<file path="config.mk">
export PLATFORM = sky130hd
export DESIGN_NAME = trig_ratio_engine
export DESIGN_NICKNAME = d
export VERILOG_FILES = /design/src/rtl/trig_ratio_engine.sv
export SDC_FILE = /design/constraint.sdc
export NUM_CORES = 1
export LEC_CHECK = 0
export BUFFER_PORTS_ARGS = -buffer_cell sky130_fd_sc_hd__buf_4
export CORE_MARGIN = 4
export CORE_UTILIZATION = 51
export DETAILED_ROUTE_END_ITERATION = 8
export PLACE_DENSITY_LB_ADDON = 0.08
export SLEW_MARGIN = 20
export SYNTH_ARGS = -nofsm -noshare
export SYNTH_HDL_FRONTEND = slang
export SYNTH_SLANG_ARGS = --single-unit
</file>
<file path="constraint.sdc">
create_clock -name clk -period 12.1 [get_ports clk]
set_input_delay 2.42 -clock clk [delete_from_list [all_inputs] [get_ports clk]]
set_output_delay 2.42 -clock clk [all_outputs]
set_load 0.005 [all_outputs]
</file>
<file path="src/rtl/trig_ratio_engine.sv">
// Handshaked y = sign(cos c) * ((a*2^W/(a+d)) * (b*|cos c|)) >> scaling engine.
// d comes from a serial shift-add init phase; the cosine table is external.
module trig_ratio_engine #(
  parameter int W = 12
) (
  input  logic         clk,
  input  logic         rst,
  input  logic [W-1:0] e,
  input  logic         reinit,
  output logic         init_done,
  input  logic         in_valid,
  output logic         in_ready,
  input  logic [W-1:0] a,
  input  logic [W-1:0] b,
  input  logic [W-1:0] c,
  output logic [W-1:0] cos_addr,
  input  logic [W-1:0] cos_data,
  output logic         out_valid,
  input  logic         out_ready,
  output logic [W:0]   y
);

  localparam int CW = $clog2(W + 1);
  localparam logic [CW-1:0] CNT_LAST = CW'(W - 1);
  localparam logic [CW-1:0] CNT_ONE  = CW'(1);

  typedef enum logic [2:0] {
    ST_LOAD = 3'd0,
    ST_INIT = 3'd1,
    ST_IDLE = 3'd2,
    ST_LOOK = 3'd3,
    ST_DIV  = 3'd4,
    ST_MUL  = 3'd5,
    ST_OUT  = 3'd6
  } state_t;

  state_t          state_r, state_s;
  logic [W-1:0]    e_r, d_r, a_r, b_r, cos_r, q_r;
  logic [W:0]      sum_r, rem_r;
  logic [CW-1:0]   cnt_r;
  logic [W+1:0]    rem_sh_s, rem_nx_s;
  logic            rem_ge_s;
  logic [W-1:0]    m_s, p_s, q_eff_s, mag_s;
  logic [2*W-1:0]  prod_bm_s, prod_qp_s;
  logic            unused_s;

  // Next-state decode; a job request in IDLE takes priority over reinit.
  always_comb begin
    state_s = state_r;
    case (state_r)
      ST_LOAD: state_s = ST_INIT;
      ST_INIT: begin
        if (cnt_r == CNT_LAST) state_s = ST_IDLE;
        else                   state_s = ST_INIT;
      end
      ST_IDLE: begin
        if (in_valid && in_ready) state_s = ST_LOOK;
        else if (reinit)          state_s = ST_LOAD;
        else                      state_s = ST_IDLE;
      end
      ST_LOOK: state_s = ST_DIV;
      ST_DIV: begin
        if (cnt_r == CNT_LAST) state_s = ST_MUL;
        else                   state_s = ST_DIV;
      end
      ST_MUL: state_s = ST_OUT;
      ST_OUT: begin
        if (out_ready) state_s = ST_IDLE;
        else           state_s = ST_OUT;
      end
      default: state_s = ST_LOAD;
    endcase
  end

  // Restoring-divide step and the two scaled products.
  // Since sum >= a, a == sum naturally yields all-ones (the saturated value).
  always_comb begin
    rem_sh_s = {rem_r, 1'b0};
    rem_ge_s = (rem_sh_s >= {1'b0, sum_r});
    if (rem_ge_s) rem_nx_s = rem_sh_s - {1'b0, sum_r};
    else          rem_nx_s = rem_sh_s;
    m_s       = {cos_r[W-2:0], 1'b0};
    prod_bm_s = {{W{1'b0}}, b_r} * {{W{1'b0}}, m_s};
    p_s       = prod_bm_s[2*W-1:W];
    if (sum_r == {(W+1){1'b0}}) q_eff_s = {W{1'b0}};
    else                        q_eff_s = q_r;
    prod_qp_s = {{W{1'b0}}, q_eff_s} * {{W{1'b0}}, p_s};
    mag_s     = prod_qp_s[2*W-1:W];
  end

  assign unused_s = ^{rem_nx_s[W+1], prod_bm_s[W-1:0], prod_qp_s[W-1:0]};

  // State register; in_ready is registered from the next state.
  always_ff @(posedge clk) begin
    if (rst) begin
      state_r  <= ST_LOAD;
      in_ready <= 1'b0;
    end else begin
      state_r  <= state_s;
      in_ready <= (state_s == ST_IDLE);
    end
  end

  // Datapath registers and registered outputs.
  always_ff @(posedge clk) begin
    if (rst) begin
      e_r       <= {W{1'b0}};
      d_r       <= {W{1'b0}};
      a_r       <= {W{1'b0}};
      b_r       <= {W{1'b0}};
      cos_r     <= {W{1'b0}};
      q_r       <= {W{1'b0}};
      sum_r     <= {(W+1){1'b0}};
      rem_r     <= {(W+1){1'b0}};
      cnt_r     <= {CW{1'b0}};
      cos_addr  <= {W{1'b0}};
      y         <= {(W+1){1'b0}};
      init_done <= 1'b0;
      out_valid <= 1'b0;
    end else begin
      case (state_r)
        ST_LOAD: begin
          e_r   <= e;
          d_r   <= {W{1'b0}};
          cnt_r <= {CW{1'b0}};
        end
        ST_INIT: begin
          d_r <= d_r + (e_r << cnt_r);
          if (cnt_r == CNT_LAST) begin
            init_done <= 1'b1;
            cnt_r     <= {CW{1'b0}};
          end else begin
            cnt_r <= cnt_r + CNT_ONE;
          end
        end
        ST_IDLE: begin
          if (in_valid && in_ready) begin
            a_r      <= a;
            b_r      <= b;
            cos_addr <= c;
          end else if (reinit) begin
            init_done <= 1'b0;
          end
        end
        ST_LOOK: begin
          cos_r <= cos_data;
          sum_r <= {1'b0, a_r} + {1'b0, d_r};
          rem_r <= {1'b0, a_r};
          q_r   <= {W{1'b0}};
          cnt_r <= {CW{1'b0}};
        end
        ST_DIV: begin
          rem_r <= rem_nx_s[W:0];
          q_r   <= {q_r[W-2:0], rem_ge_s};
          if (cnt_r == CNT_LAST) cnt_r <= {CW{1'b0}};
          else                   cnt_r <= cnt_r + CNT_ONE;
        end
        ST_MUL: begin
          y         <= {cos_r[W-1], mag_s};
          out_valid <= 1'b1;
        end
        ST_OUT: begin
          if (out_ready) out_valid <= 1'b0;
        end
        default: begin
          out_valid <= 1'b0;
        end
      endcase
    end
  end

endmodule

</file>
==> impl_metrics.ini <==
[yosys]
synthArstFlopShare = 0
synth_edf_count = 0
syn_nets = 2331
gate_count_of_the_mapped_netlist = 1923
synthTopCellsByArea = fa_1 (24%), dfxtp_1 (17%), ha_1 (12%)
share_of_yosys_cell_area_claimed_by_the_top_area_cell_type = 0.244
ys.flop_type = dfxtp_1
synth.yosys.seq_area_share = 0.171
synth.largest_area_cell = fa_1
ys.warnings.count = 0
postSynthAreaPerCell_um2 = 8.10
mappedNetlistArea_um2 = 15600
ys_seq_elements = 133
number_of_distinct_standard_cells_referenced_by_the_synthesized_netlist = 71

[worst_setup_path]
worstReg2RegEnd = y[9]
largest_delay_contributor_family_on_the_critical_path = adder cells
source_of_the_worst_register_to_register_timing_path = cos_r[2]
top_cell_by_count_worst_path = fa_1
worstRegToRegCells = 37
worstPathBufferInverterCount = 5
cpPeakStageDelay_ps = 690
rrSetupSlack_ps = 810
cp-end-kind = flop
worst_ep_required_time_ps = 12450
critPathSlowestCell = a211oi_2
critical_path_class = reg -> reg
kind_of_start_point_of_the_critical_path = flop
critical_path_arrival_ps = 11640
critical_path_peak_fanout = 13

[final_layout]
multi_input_area_um2 = 11500
antenna-diode-count = 0
num-fill-cells = 2857
finish.cell_count_without_fillers = 2348
layout.nets = 2353
seq_area_um2 = 2660
layout-drive-gt1-share = 0.0838
top_library_cells_by_usage_in_the_layout_fill_and_taps_aside = nand2_1 (326), inv_1 (282), fa_1 (190), ha_1 (153), nor2_1 (142)
syn2layout_area_growth_pct = 9.82
mostFrequentLayoutCell = nand2_1

[global_routing]
grt_pass1_vias = 13200
grt_overflow = 0
antenna_found_initial = 0
grt_pass1_wl_mm = 63.6
grt_usage = 0.228
grt_start_max_net_pins = 102

[route]
drc = 0
drt_first_pass_iters = 5
routed_wire_length_mm = 36.4
vias_per_cell = 5.40
drt.antenna.violating_nets = 0
via_count = 12700
initialDrtViolationCount = 667
avgRoutedWirePerCell_um = 15.5

[sta]
fin_worst_hold_slack_ps = 455
finClkSkew_ps = 19.3
final-hold-violation-count = 0
slew-limit-headroom = 0.287
fmax_mhz = 88.5
finalSetupViolCount = 0
final.setup.tns_ps = 0
final.period_utilization = 0.933
finalWorstPathRequiredPeriod_ps = 11290
rsz_0062_raised_after_global_routing = no
max_slew.worst_pin.slew_ps = 1070
timing.final.max_slew_violations = 0

[run]
maxCapViolations = 0

[cts]
worst_setup_hold_path_clk_slew_ps = 60
post_cts_buffers = 0
clock-root-buffer = clkbuf_16
ctsLongestPathBuffers = 2
cts_hold_buffers = 0
cts_htree_levels = 4
tritoncts_num_sinks = 133
post_cts_resized = 0
tritoncts.num_buffers = 17
cts_tree = yes
clock_insertion_delay_worst_skew_ps = 440

[floorplan]
floorplan.die.width_um = 183
placementRows = 63
coreArea_um2 = 29900
effective_utilization_at_floorplan = 0.521
dieArea_um2 = 33400
die-height_um = 183
boundaryPins = 93

[placed_design]
dp_hpwl_mm = 28.3
post-place-cells = 2316
buffer_ports.inserted = 92
place_congestion = 0.871

[pwr]
vdd_ir_drop_max_v = 0.0000930
cell_pwr_density_nw_per_um2 = 63.2
p_leak_nw = 8.02

[min_path]
worstHoldPathType = reg -> reg
holdPathEnd = cos_addr[3]
hold_depth = 2
timing.hold.worst.start = cos_addr[3]

[run_status]
status = complete, no violations
-- worst register-to-register path: cells and delay by family, from the launching register on --
kind | cells | cell delay (ps)
flops | 1 | 600
mux | 1 | 350
simple gates | 5 | 770
buf+inv | 5 | 250
compound gates | 14 | 3410
fa+ha+maj | 12 | 5830
-- power by group --
| part | switching, mW | leakage (nW) | internal (mW) |
|---|---|---|---|
| Sequential | 0.00808 | 1.07 | 0.443 |
| Combinational | 0.0340 | 6.65 | 0.0348 |
| Clock | 0.223 | 0.301 | 0.338 |
| Total | 0.265 | 8.02 | 0.816 |
-- per-stage QoR --
| stage | worst slack (ps) | instance area [um2] | power (mW) | utilization |
|---|---|---|---|---|
| after detailed placement | 907 | 16500 | 0.530 | 0.551 |
| after global placement | 1170 | 16500 | 0.529 | 0.551 |
| final | 805 | 17100 | 1.08 | 0.573 |
| after CTS | 856 | 17100 | 1.09 | 0.572 |
| after floorplan | 1890 | 15600 | 0.502 | - |
| after global routing | 119 | 17100 | 1.12 | 0.573 |
-- cell families (layout without fill, tap and decap cells) --
family,Yosys count,after routing,synth area share
xor gates and xnor gates,31,31,0.0174
buffers and inverters,384,419,0.0928
and+or+nand+nor,711,711,0.212
adders and majority gates,343,343,0.367
DFF,133,133,0.171
muxes,25,25,0.0190
AOI/OAI and AO/OA,296,296,0.121
-- area by class of cell --
| class | count | area share |
|---|---|---|
| clock buffers | 19 | 0.0265 |
| clock inverters | 13 | 0.0100 |
| inverters | 283 | 0.0621 |
| multi-input cells | 1406 | 0.672 |
| flip-flops and latches | 133 | 0.156 |
| well taps | 390 | 0.0285 |
| repair buffers | 104 | 0.0456 |
-- registers in the layout, summed over array words and instances (netlist names), 3 cells and up --
signal and count:
e_r 12, d_r 12, q_r 12, state_r 3, a_r 12, cos_r 12, y 13, cnt_r 4
b_r 12, rem_r 13, cos_addr 12, sum_r 13
-- how the worst max path moves through the flow --
| stage | to | slack, ps | startpoint | cells past startpoint |
|---|---|---|---|---|
| 4_1_cts | y[9] | 860 | cos_r[2] | 37 |
| 3_3_place_gp | y[9] | 1170 | cos_r[2] | 38 |
| 5_1_grt | y[9] | 120 | cos_r[2] | 37 |
| 6_report | y[9] | 810 | cos_r[2] | 37 |
| 2_1_floorplan | y[9] | 1890 | cos_r[2] | 40 |
| 3_5_place_dp | y[9] | 910 | cos_r[2] | 37 |
-- cell usage after synthesis, drive strengths merged, types with 6 or more instances --
master,instances
xnor2,27
a21boi,6
nand4,8
nand3b,10
and2,87
or2,12
dfxtp,133
o21bai,7
nand2b,6
o22ai,6
nor2b,14
mux2i,16
o21a,11
inv,282
nor3,35
nand2,326
a21oi,135
fa,190
ha,153
nor2,143
a22oi,22
or3,14
o21ai,29
nand3,24
nand4b,6
a211oi,22
nor3b,6
clkbuf,96
mux2,6
a21o,15
-- routing by layer --
metal / routed length [um] / share of wire / vias up / GRT usage
met5: 0 / 0 / - / 0
li1: - / - / 6238 / -
met2: 18300 / 0.50 / 231 / 0.409
met3: 1190 / 0.033 / 53 / 0.0290
met1: 16100 / 0.44 / 6149 / 0.291
met4: 896 / 0.025 / 0 / 0.0644
(Power assumes the default switching activity.)
